<file path="config.mk">
export PLATFORM = sky130hd
export DESIGN_NAME = lcd_write_fsm_flat
export DESIGN_NICKNAME = d
export VERILOG_FILES = /design/src/rtl/lcd_write_if.sv /design/src/rtl/lcd_write_fsm.sv /design/src/flat_wrapper.sv
export SDC_FILE = /design/constraint.sdc
export NUM_CORES = 1
export LEC_CHECK = 0
export BUFFER_PORTS_ARGS = -buffer_cell sky130_fd_sc_hd__buf_2
export CAP_MARGIN = 5
export CORE_MARGIN = 2
export CORE_UTILIZATION = 60
export DETAILED_ROUTE_END_ITERATION = 8
export HOLD_SLACK_MARGIN = 0.02
export PLACE_DENSITY = 0.84
export SLEW_MARGIN = 20
export SYNTH_ARGS = -nofsm -noshare
export SYNTH_HDL_FRONTEND = slang
export SYNTH_SLANG_ARGS = --single-unit
</file>
<file path="constraint.sdc">
create_clock -name clk -period 3.3 [get_ports clk]
set_input_delay 0.66 -clock clk [delete_from_list [all_inputs] [get_ports clk]]
set_output_delay 0.66 -clock clk [all_outputs]
set_load 0.05 [all_outputs]
</file>
<file path="src/rtl/lcd_write_if.sv">
// Signal bundle between the LCD address controller and the LCD character writer.
// The controller side uses master; the writer FSM uses slave.
interface lcd_write_if;
  logic       start;
  logic [6:0] addr;
  logic [7:0] char_data;
  logic       change_addr;
  logic       change_memory_addr;
  logic [3:0] lcd_data;
  logic       lcd_e;
  logic       lcd_rs;
  logic       lcd_rw;

  modport master (
    output start, addr, char_data,
    input  change_addr, change_memory_addr, lcd_data, lcd_e, lcd_rs, lcd_rw
  );

  modport slave (
    input  start, addr, char_data,
    output change_addr, change_memory_addr, lcd_data, lcd_e, lcd_rs, lcd_rw
  );
endinterface

</file>
<file path="src/rtl/lcd_write_fsm.sv">
// Writes one character per iteration to a 16x2 LCD over its 4-bit bus
// (Set-DDRAM-Address command, then data byte), then asks the controller to advance.
//
// state     | meaning
// IDLE      | init sequence owns the LCD, outputs quiet
// LOAD_CMD  | latch {1, addr} as a command byte
// LOAD_DATA | latch char_data as a data byte
// HI_SETUP  | upper nibble on the bus, E low
// HI_E      | upper nibble strobe
// HI_HOLD   | upper nibble held after E falls
// GAP       | pause between nibbles
// LO_SETUP  | lower nibble on the bus, E low
// LO_E      | lower nibble strobe
// LO_HOLD   | lower nibble held after E falls
// WAIT      | LCD execution time for the byte
// DONE      | pulse change_addr / change_memory_addr
module lcd_write_fsm #(
  parameter int SETUP_CYC      = 2,
  parameter int E_HIGH_CYC     = 12,
  parameter int HOLD_CYC       = 1,
  parameter int NIBBLE_GAP_CYC = 50,
  parameter int CMD_WAIT_CYC   = 2000
) (
  input  logic       clk,
  input  logic       reset,
  lcd_write_if.slave bus
);

  localparam logic [3:0] IDLE      = 4'd0;
  localparam logic [3:0] LOAD_CMD  = 4'd1;
  localparam logic [3:0] LOAD_DATA = 4'd2;
  localparam logic [3:0] HI_SETUP  = 4'd3;
  localparam logic [3:0] HI_E      = 4'd4;
  localparam logic [3:0] HI_HOLD   = 4'd5;
  localparam logic [3:0] GAP       = 4'd6;
  localparam logic [3:0] LO_SETUP  = 4'd7;
  localparam logic [3:0] LO_E      = 4'd8;
  localparam logic [3:0] LO_HOLD   = 4'd9;
  localparam logic [3:0] WAIT      = 4'd10;
  localparam logic [3:0] DONE      = 4'd11;

  localparam logic [19:0] SETUP_LAST = 20'(SETUP_CYC - 1);
  localparam logic [19:0] E_LAST     = 20'(E_HIGH_CYC - 1);
  localparam logic [19:0] HOLD_LAST  = 20'(HOLD_CYC - 1);
  localparam logic [19:0] GAP_LAST   = 20'(NIBBLE_GAP_CYC - 1);
  localparam logic [19:0] WAIT_LAST  = 20'(CMD_WAIT_CYC - 1);

  logic [3:0]  state;
  logic [3:0]  state_nxt;
  logic [19:0] cnt;
  logic [7:0]  byte_q;
  logic        rs_q;
  logic        phase_data;
  logic        pulse_q;
  logic        e_q;
  logic        hi_window;
  logic        lo_window;

  always_comb begin
    state_nxt = state;
    case (state)
      IDLE:      if (!bus.start) state_nxt = LOAD_CMD;
      LOAD_CMD:  state_nxt = HI_SETUP;
      LOAD_DATA: state_nxt = HI_SETUP;
      HI_SETUP:  if (cnt == SETUP_LAST) state_nxt = HI_E;
      HI_E:      if (cnt == E_LAST)     state_nxt = HI_HOLD;
      HI_HOLD:   if (cnt == HOLD_LAST)  state_nxt = GAP;
      GAP:       if (cnt == GAP_LAST)   state_nxt = LO_SETUP;
      LO_SETUP:  if (cnt == SETUP_LAST) state_nxt = LO_E;
      LO_E:      if (cnt == E_LAST)     state_nxt = LO_HOLD;
      LO_HOLD:   if (cnt == HOLD_LAST)  state_nxt = WAIT;
      WAIT:      if (cnt == WAIT_LAST)  state_nxt = phase_data ? DONE : LOAD_DATA;
      // start is only honoured here so a character in flight always finishes.
      DONE:      state_nxt = bus.start ? IDLE : LOAD_CMD;
      default:   state_nxt = IDLE;
    endcase
  end

  always_ff @(posedge clk or posedge reset) begin
    if (reset) begin
      state      <= IDLE;
      cnt        <= '0;
      byte_q     <= '0;
      rs_q       <= 1'b0;
      phase_data <= 1'b0;
      pulse_q    <= 1'b0;
      e_q        <= 1'b0;
    end else begin
      state   <= state_nxt;
      cnt     <= (state_nxt != state || state == IDLE) ? '0 : cnt + 20'd1;
      pulse_q <= (state_nxt == DONE);
      // E is registered so the strobe to the panel is glitch-free.
      e_q     <= (state_nxt == HI_E) || (state_nxt == LO_E);
      if (state == LOAD_CMD) begin
        byte_q     <= {1'b1, bus.addr};
        rs_q       <= 1'b0;
        phase_data <= 1'b0;
      end
      if (state == LOAD_DATA) begin
        byte_q     <= bus.char_data;
        rs_q       <= 1'b1;
        phase_data <= 1'b1;
      end
    end
  end

  assign hi_window = (state >= HI_SETUP) && (state <= GAP);
  assign lo_window = (state >= LO_SETUP) && (state <= WAIT);

  assign bus.lcd_data           = hi_window ? byte_q[7:4] : (lo_window ? byte_q[3:0] : 4'h0);
  assign bus.lcd_e              = e_q;
  assign bus.lcd_rs             = rs_q && (state != IDLE);
  assign bus.lcd_rw             = 1'b0;
  assign bus.change_addr        = pulse_q;
  assign bus.change_memory_addr = pulse_q;

endmodule

</file>
<file path="src/flat_wrapper.sv">
// flat-port wrapper written by rule: the top's interface ports become plain ports
module lcd_write_fsm_flat 
#(
  parameter int SETUP_CYC      = 2,
  parameter int E_HIGH_CYC     = 12,
  parameter int HOLD_CYC       = 1,
  parameter int NIBBLE_GAP_CYC = 50,
  parameter int CMD_WAIT_CYC   = 2000
)
  (clk, reset, bus_start, bus_addr, bus_char_data, bus_change_addr, bus_change_memory_addr, bus_lcd_data, bus_lcd_e, bus_lcd_rs, bus_lcd_rw);
  lcd_write_if bus_i ();
  input  logic clk;
  input  logic reset;
  input wire logic [$bits(bus_i.start)-1:0] bus_start;
  input wire logic [$bits(bus_i.addr)-1:0] bus_addr;
  input wire logic [$bits(bus_i.char_data)-1:0] bus_char_data;
  output wire logic [$bits(bus_i.change_addr)-1:0] bus_change_addr;
  output wire logic [$bits(bus_i.change_memory_addr)-1:0] bus_change_memory_addr;
  output wire logic [$bits(bus_i.lcd_data)-1:0] bus_lcd_data;
  output wire logic [$bits(bus_i.lcd_e)-1:0] bus_lcd_e;
  output wire logic [$bits(bus_i.lcd_rs)-1:0] bus_lcd_rs;
  output wire logic [$bits(bus_i.lcd_rw)-1:0] bus_lcd_rw;
  assign bus_i.start = bus_start;
  assign bus_i.addr = bus_addr;
  assign bus_i.char_data = bus_char_data;
  assign bus_change_addr = bus_i.change_addr;
  assign bus_change_memory_addr = bus_i.change_memory_addr;
  assign bus_lcd_data = bus_i.lcd_data;
  assign bus_lcd_e = bus_i.lcd_e;
  assign bus_lcd_rs = bus_i.lcd_rs;
  assign bus_lcd_rw = bus_i.lcd_rw;
  lcd_write_fsm #(.SETUP_CYC(SETUP_CYC), .E_HIGH_CYC(E_HIGH_CYC), .HOLD_CYC(HOLD_CYC), .NIBBLE_GAP_CYC(NIBBLE_GAP_CYC), .CMD_WAIT_CYC(CMD_WAIT_CYC)) u_core (.clk(clk), .reset(reset), .bus(bus_i));
endmodule
</file>
-- Word-level counts from Yosys, hierarchy flattened
Index checks and enable logic that the tools add are counted.
- register bits after elaboration: 35
- output and inout bits: 9
- logic and storage cells: 59
- input bits: 18
- add/subtract/negate cells: 1
- equal/unequal tests: 19
- multiplexer cells: 19
- order comparisons: 4
- reductions and logical operators: 10
- operator list (cell ; count):
    $mux 4 ; 12
    $pmux 4 s11 ; 1
    $eq 4x4->1 const B ; 6
    $add 20x1->20 const B ; 1
    $eq 20x1->1 const B ; 1
    $eq 20x11->1 const B ; 1
    $eq 20x4->1 const B ; 1
    $eq 20x6->1 const B ; 1
    $eq 4x3->1 const B ; 5
    $logic_not 20->1 ; 1
    $mux 20 ; 1
    $mux 8 ; 2
    $eq 4x2->1 const B ; 2
    $eq 4x1->1 const B ; 1
    $ge 4x2->1 const B ; 1
    $ge 4x3->1 const B ; 1
    $le 4x3->1 const B ; 1
    $le 4x4->1 const B ; 1
    $logic_not 4->1 ; 1
    $ne 4x4->1 ; 1
    $reduce_bool 4->1 ; 1
    $logic_and 1x1->1 ; 3
    $mux 1 ; 3
    $logic_or 1x1->1 ; 2
    other kinds (2) ; 2

-- Longest topological paths before layout
- depth after elaboration: 6
- depth in mapped cells: 9
- gate-level depth less buffers: 8

-- Worst setup path before layout
No wires, ideal clock.
- path type: register to output
- start: register u_core.state[1]
- end: output bus_lcd_data[0]
- data required time: 2.640 ns
- buffers on the path: 2
- slack: 0.442 ns
- cell stages (with the launch flop): 8
- arrival: 2.198 ns
- cells stage by stage: dfrtp_1 -> clkbuf_8 -> and2_1 -> clkbuf_1 -> nand2_1 -> a21oi_1 -> a31oi_1 -> o21ai_0
- cells in the longest elaborated chain, start to end: 4
- elaborated cells between the ends (all ways): 8
- those cells by class: order compare (4); mux (2); reduce/logical (2)
- RTL lines (item ; RTL line ; source):
    from (decl) ; lcd_write_fsm.sv:48 ; logic [3:0] state;
    from (signal assigned) ; lcd_write_fsm.sv:89 ; state <= state_nxt;
    $ge 4x3->1 / $le 4x4->1 (equally long branches) ; lcd_write_fsm.sv:108 ; assign lo_window = (state >= LO_SETUP) && (state <= WAIT);
    $logic_and 1x1->1 ; lcd_write_fsm.sv:108 ;
    $mux 4 ; lcd_write_fsm.sv:110 ; assign bus.lcd_data = hi_window ? byte_q[7:4] : (lo_window ? byte_q[3:0] : 4'h0);
    $mux 4 (*) ; lcd_write_fsm.sv:110 ;
    to (decl) ; flat_wrapper.sv:19 ; output wire logic [$bits(bus_i.lcd_data)-1:0] bus_lcd_data;
Mark *: on every way between the ends. The rest lies on a longest branch, timed or not.

-- Worst setup path in the final report
- start: register u_core.state[3]
- end: output bus_lcd_data[3]
Same word-level chain as after synthesis.

==> results by group <==
Status
  • Status: finished clean

Clock tree
  • H-tree Lvls: 2
  • CTS buffer count: 5
  • Post_cts resized: 0
  • Clock transition at path regs: 0.07 ns
  • CTS tree: built
  • CTS max path bufs: 2
  • CTS sink count: 35
  • Post-CTS setup buffer count: 0
  • Clock root cell: clkbuf_8
  • CTS Hold Bufs: 0
  • Worst-skew pair later-pin latency: 0.29 ns

Setup path
  • Worst Path Class, Setup: flop to output port
  • Family with the most delay on the worst path: flip-flops
  • CP endpoint kind: output port
  • Worst path max stage delay: 0.74 ns
  • Worst path slowest cell: dfrtp_1
  • Critical-path cell list: inv_1 > nor3_1 > nand2_1 > o21ai_0 > buf_2
  • Register-to-register setup slack: 0.72 ns
  • WP data required: between 2 and 3 ns
  • Buffers & Inverters on Critical Path: 2
  • Crit-path max FO: 20
  • Crit start category: flop
  • CP Data Arrival Time: around 2.1 ns

Route
  • Max layer used: met4
  • Post-DR wirelength/cell: between 10 and 15 µm
  • Met3 wire length: 275 µm
  • Final wirelength: about 5.2 mm
  • DRT iter0 DRCs: ~170
  • Residual DRC: 0
  • First drt pass iteration count: 4
  • Metal-1 WL: 2.36 mm
  • DR WL met2: 2.46 mm
  • Avg Vias per Cell: 5.94
  • Vias post-DR: 2056
  • Post-DRT Antenna Nets: 0

Placed design
  • # port buffers: 25
  • Final estimated routing congestion in global placement: roughly 0.81
  • Pre-CTS setup slack: between 0.7 and 0.8 ns
  • Post-DP HPWL: around 3.6 mm
  • Placed instance area: around 2600 µm²

Synth
  • Syn nets: 296
  • Count leader, synth: dfrtp_1
  • Mapped cell area: 2460 µm²
  • Number of synthesized flops with an enable pin: 0
  • Syn Inst Count: 275
  • #FFs+latches synth: 35
  • Area leader, netlist: dfrtp_1
  • Ranking of synthesized cells by area: dfrtp_1 (36%), a21oi_2 (6.8%), a21oi_1 (4.9%)
  • Top-area cell type share of the netlist area: a little over a third
  • Post-Syn Area per Cell: 8.96 µm²
  • Synth top cells by count: dfrtp_1 (35), nor2_1 (28), a21oi_1 (24), nand2_1 (24), a21oi_2 (19)
  • Number of synthesis warnings: 0
  • Share of flip-flops with an asynchronous set or reset: 100%
  • Library cells used by synthesis: between 40 and 50
  • Sequential share of the synthesized area: 35.6%
  • Ys flop type: dfrtp_1

Cells and area
  • Layout cells sized above 1: between 20% and 30%
  • Nets: about 320
  • Area added between synthesis and finish: 8.02%
  • Final instance area: between 2000 and 3000 µm²
  • # diodes: 0
  • Fillers: 323

Power
  • PD cells: between 200 and 300 nW/µm²
  • VDD IR max: 0.221 mV
  • Leakage: 1.10 nW

Floorplanning
  • # IOs: 27
  • Die height: 68.1 µm
  • Rows: 23
  • Die W: 68.1 µm
  • Core Region: 3970 µm²
  • Die area: 4630 µm²
  • Starting Density: 62.0%

STA
  • Final Hold Vio Count: 0
  • Clk_skew: roughly 0.013 ns
  • Fin crit share: ~84%
  • Worst hold margin: roughly 0.46 ns
  • Period minus WS final: between 2 and 3 ns
  • Final worst slack: 0.519 ns
  • Fmax: 360 MHz
  • Setup_tns: 0 ns
  • Relative slew slack: 58.4%
  • Slew Viols, Final: 0
  • RSZ-0062 raised after global routing: false
  • Final-report setup violation count: 0
  • Slew @ Worst Pin: about 0.62 ns

GRT
  • Total GRT Usage: between 20% and 30%
  • First-pass GRT wire length: a little under 9 mm
  • Initial antenna violation count: 0
  • Vias in the first global route: 1923
  • Remaining Overflow, GRT: 0
  • Largest net degree at the start of global routing: 44

Job
  • Max cap viols: 0

Hold path
  • HP Class: primary input to async pin
-- state kept, by name, indices dropped and copies added, names as in the netlist --
| name | count |
|---|---|
| u_core.bus.lcd_e | 1 |
| u_core.byte_q | 8 |
| u_core.bus.change_addr | 1 |
| u_core.rs_q | 1 |
| u_core.cnt | 20 |
| u_core.state | 4 |
-- worst register-to-register path, cell delays in order, from the launching register on --
cell	delay (ns)
dfrtp_1	0.41
or4_4	0.57
or3_1	0.43
nor4_4	0.31
a311oi_1	0.14
nand4b_2	0.13
buf_4	0.34
a21oi_2	0.11
-- placed cells by master (no fill, tap or decap), types with 4 or more instances in the layout --
cell type   n
buf_2      25
nor3_1      4
clkbuf_8    7
nand2_1    24
xnor2_1    11
xor2_1      9
dfrtp_1    35
nor2_1     28
nand2b_1    9
nand4_1     8
o31ai_1    10
buf_4       7
nor2b_1     4
nand3_1     6
a21oi_2    19
inv_1       9
o22ai_1     7
a31oi_1     6
a21oi_1    24
o21ai_0     7
-- report_power, final --
group,switching [mW],internal (mW),total [mW]
registers,0,0.429,0.429
clock network,0.153,0.190,0.343
logic,0.0140,0.00807,0.0221
-- final timing paths --
kind	start	cells past startpoint	end
max in group asynchronous	reset	3	u_core.cnt[2]
setup reg to reg	u_core.cnt[14]	7	u_core.cnt[5]
hold reg to reg	u_core.cnt[0]	1	u_core.cnt[0]
hold / removal	reset	3	u_core.byte_q[3]
setup / recovery	u_core.state[3]	5	bus_lcd_data[3]
min in group clk	u_core.cnt[0]	1	u_core.cnt[0]
-- per-layer routing --
layer	vias to the layer above	GRT usage (%)
met2	57	40.3
met4	0	10.8
li1	1021	-
met3	10	5.92
met1	968	32.3
met5	-	0
-- cells by family after synthesis --
group,synth area share (%)
adder cells (fa/ha/maj),1.52
AND/OR/NAND/NOR,24.5
flip-flops,35.6
other,0.152
XOR/XNOR,7.11
buffers and inverters,7.31
AO/OA/AOI/OAI,23.8
-- final cells by class --
type,instances,area [µm²],share of cell area (%)
Timing Repair Buffer,32,178,6.68
Tap cell,50,62.6,2.35
Inverter,9,33.8,1.27
Multi-Input combinational cell,212,1410,52.9
Sequential cell,35,876,32.9
Clock buffer,7,96.3,3.62
Clock inverter,1,7.51,0.282
-- per-stage QoR --
| step | std cells | utilization [%] | total power, mW |
|---|---|---|---|
| floorplan | 275 | - | 0.447 |
| global placement | 338 | 64.4 | 0.459 |
| detailed placement | 338 | 64.4 | 0.460 |
| CTS | 346 | 67.0 | 0.801 |
| global route | 346 | 67.0 | 0.825 |
| finish | 346 | 67.0 | 0.794 |
No activity file was read; power rests on OpenSTA's default activity.
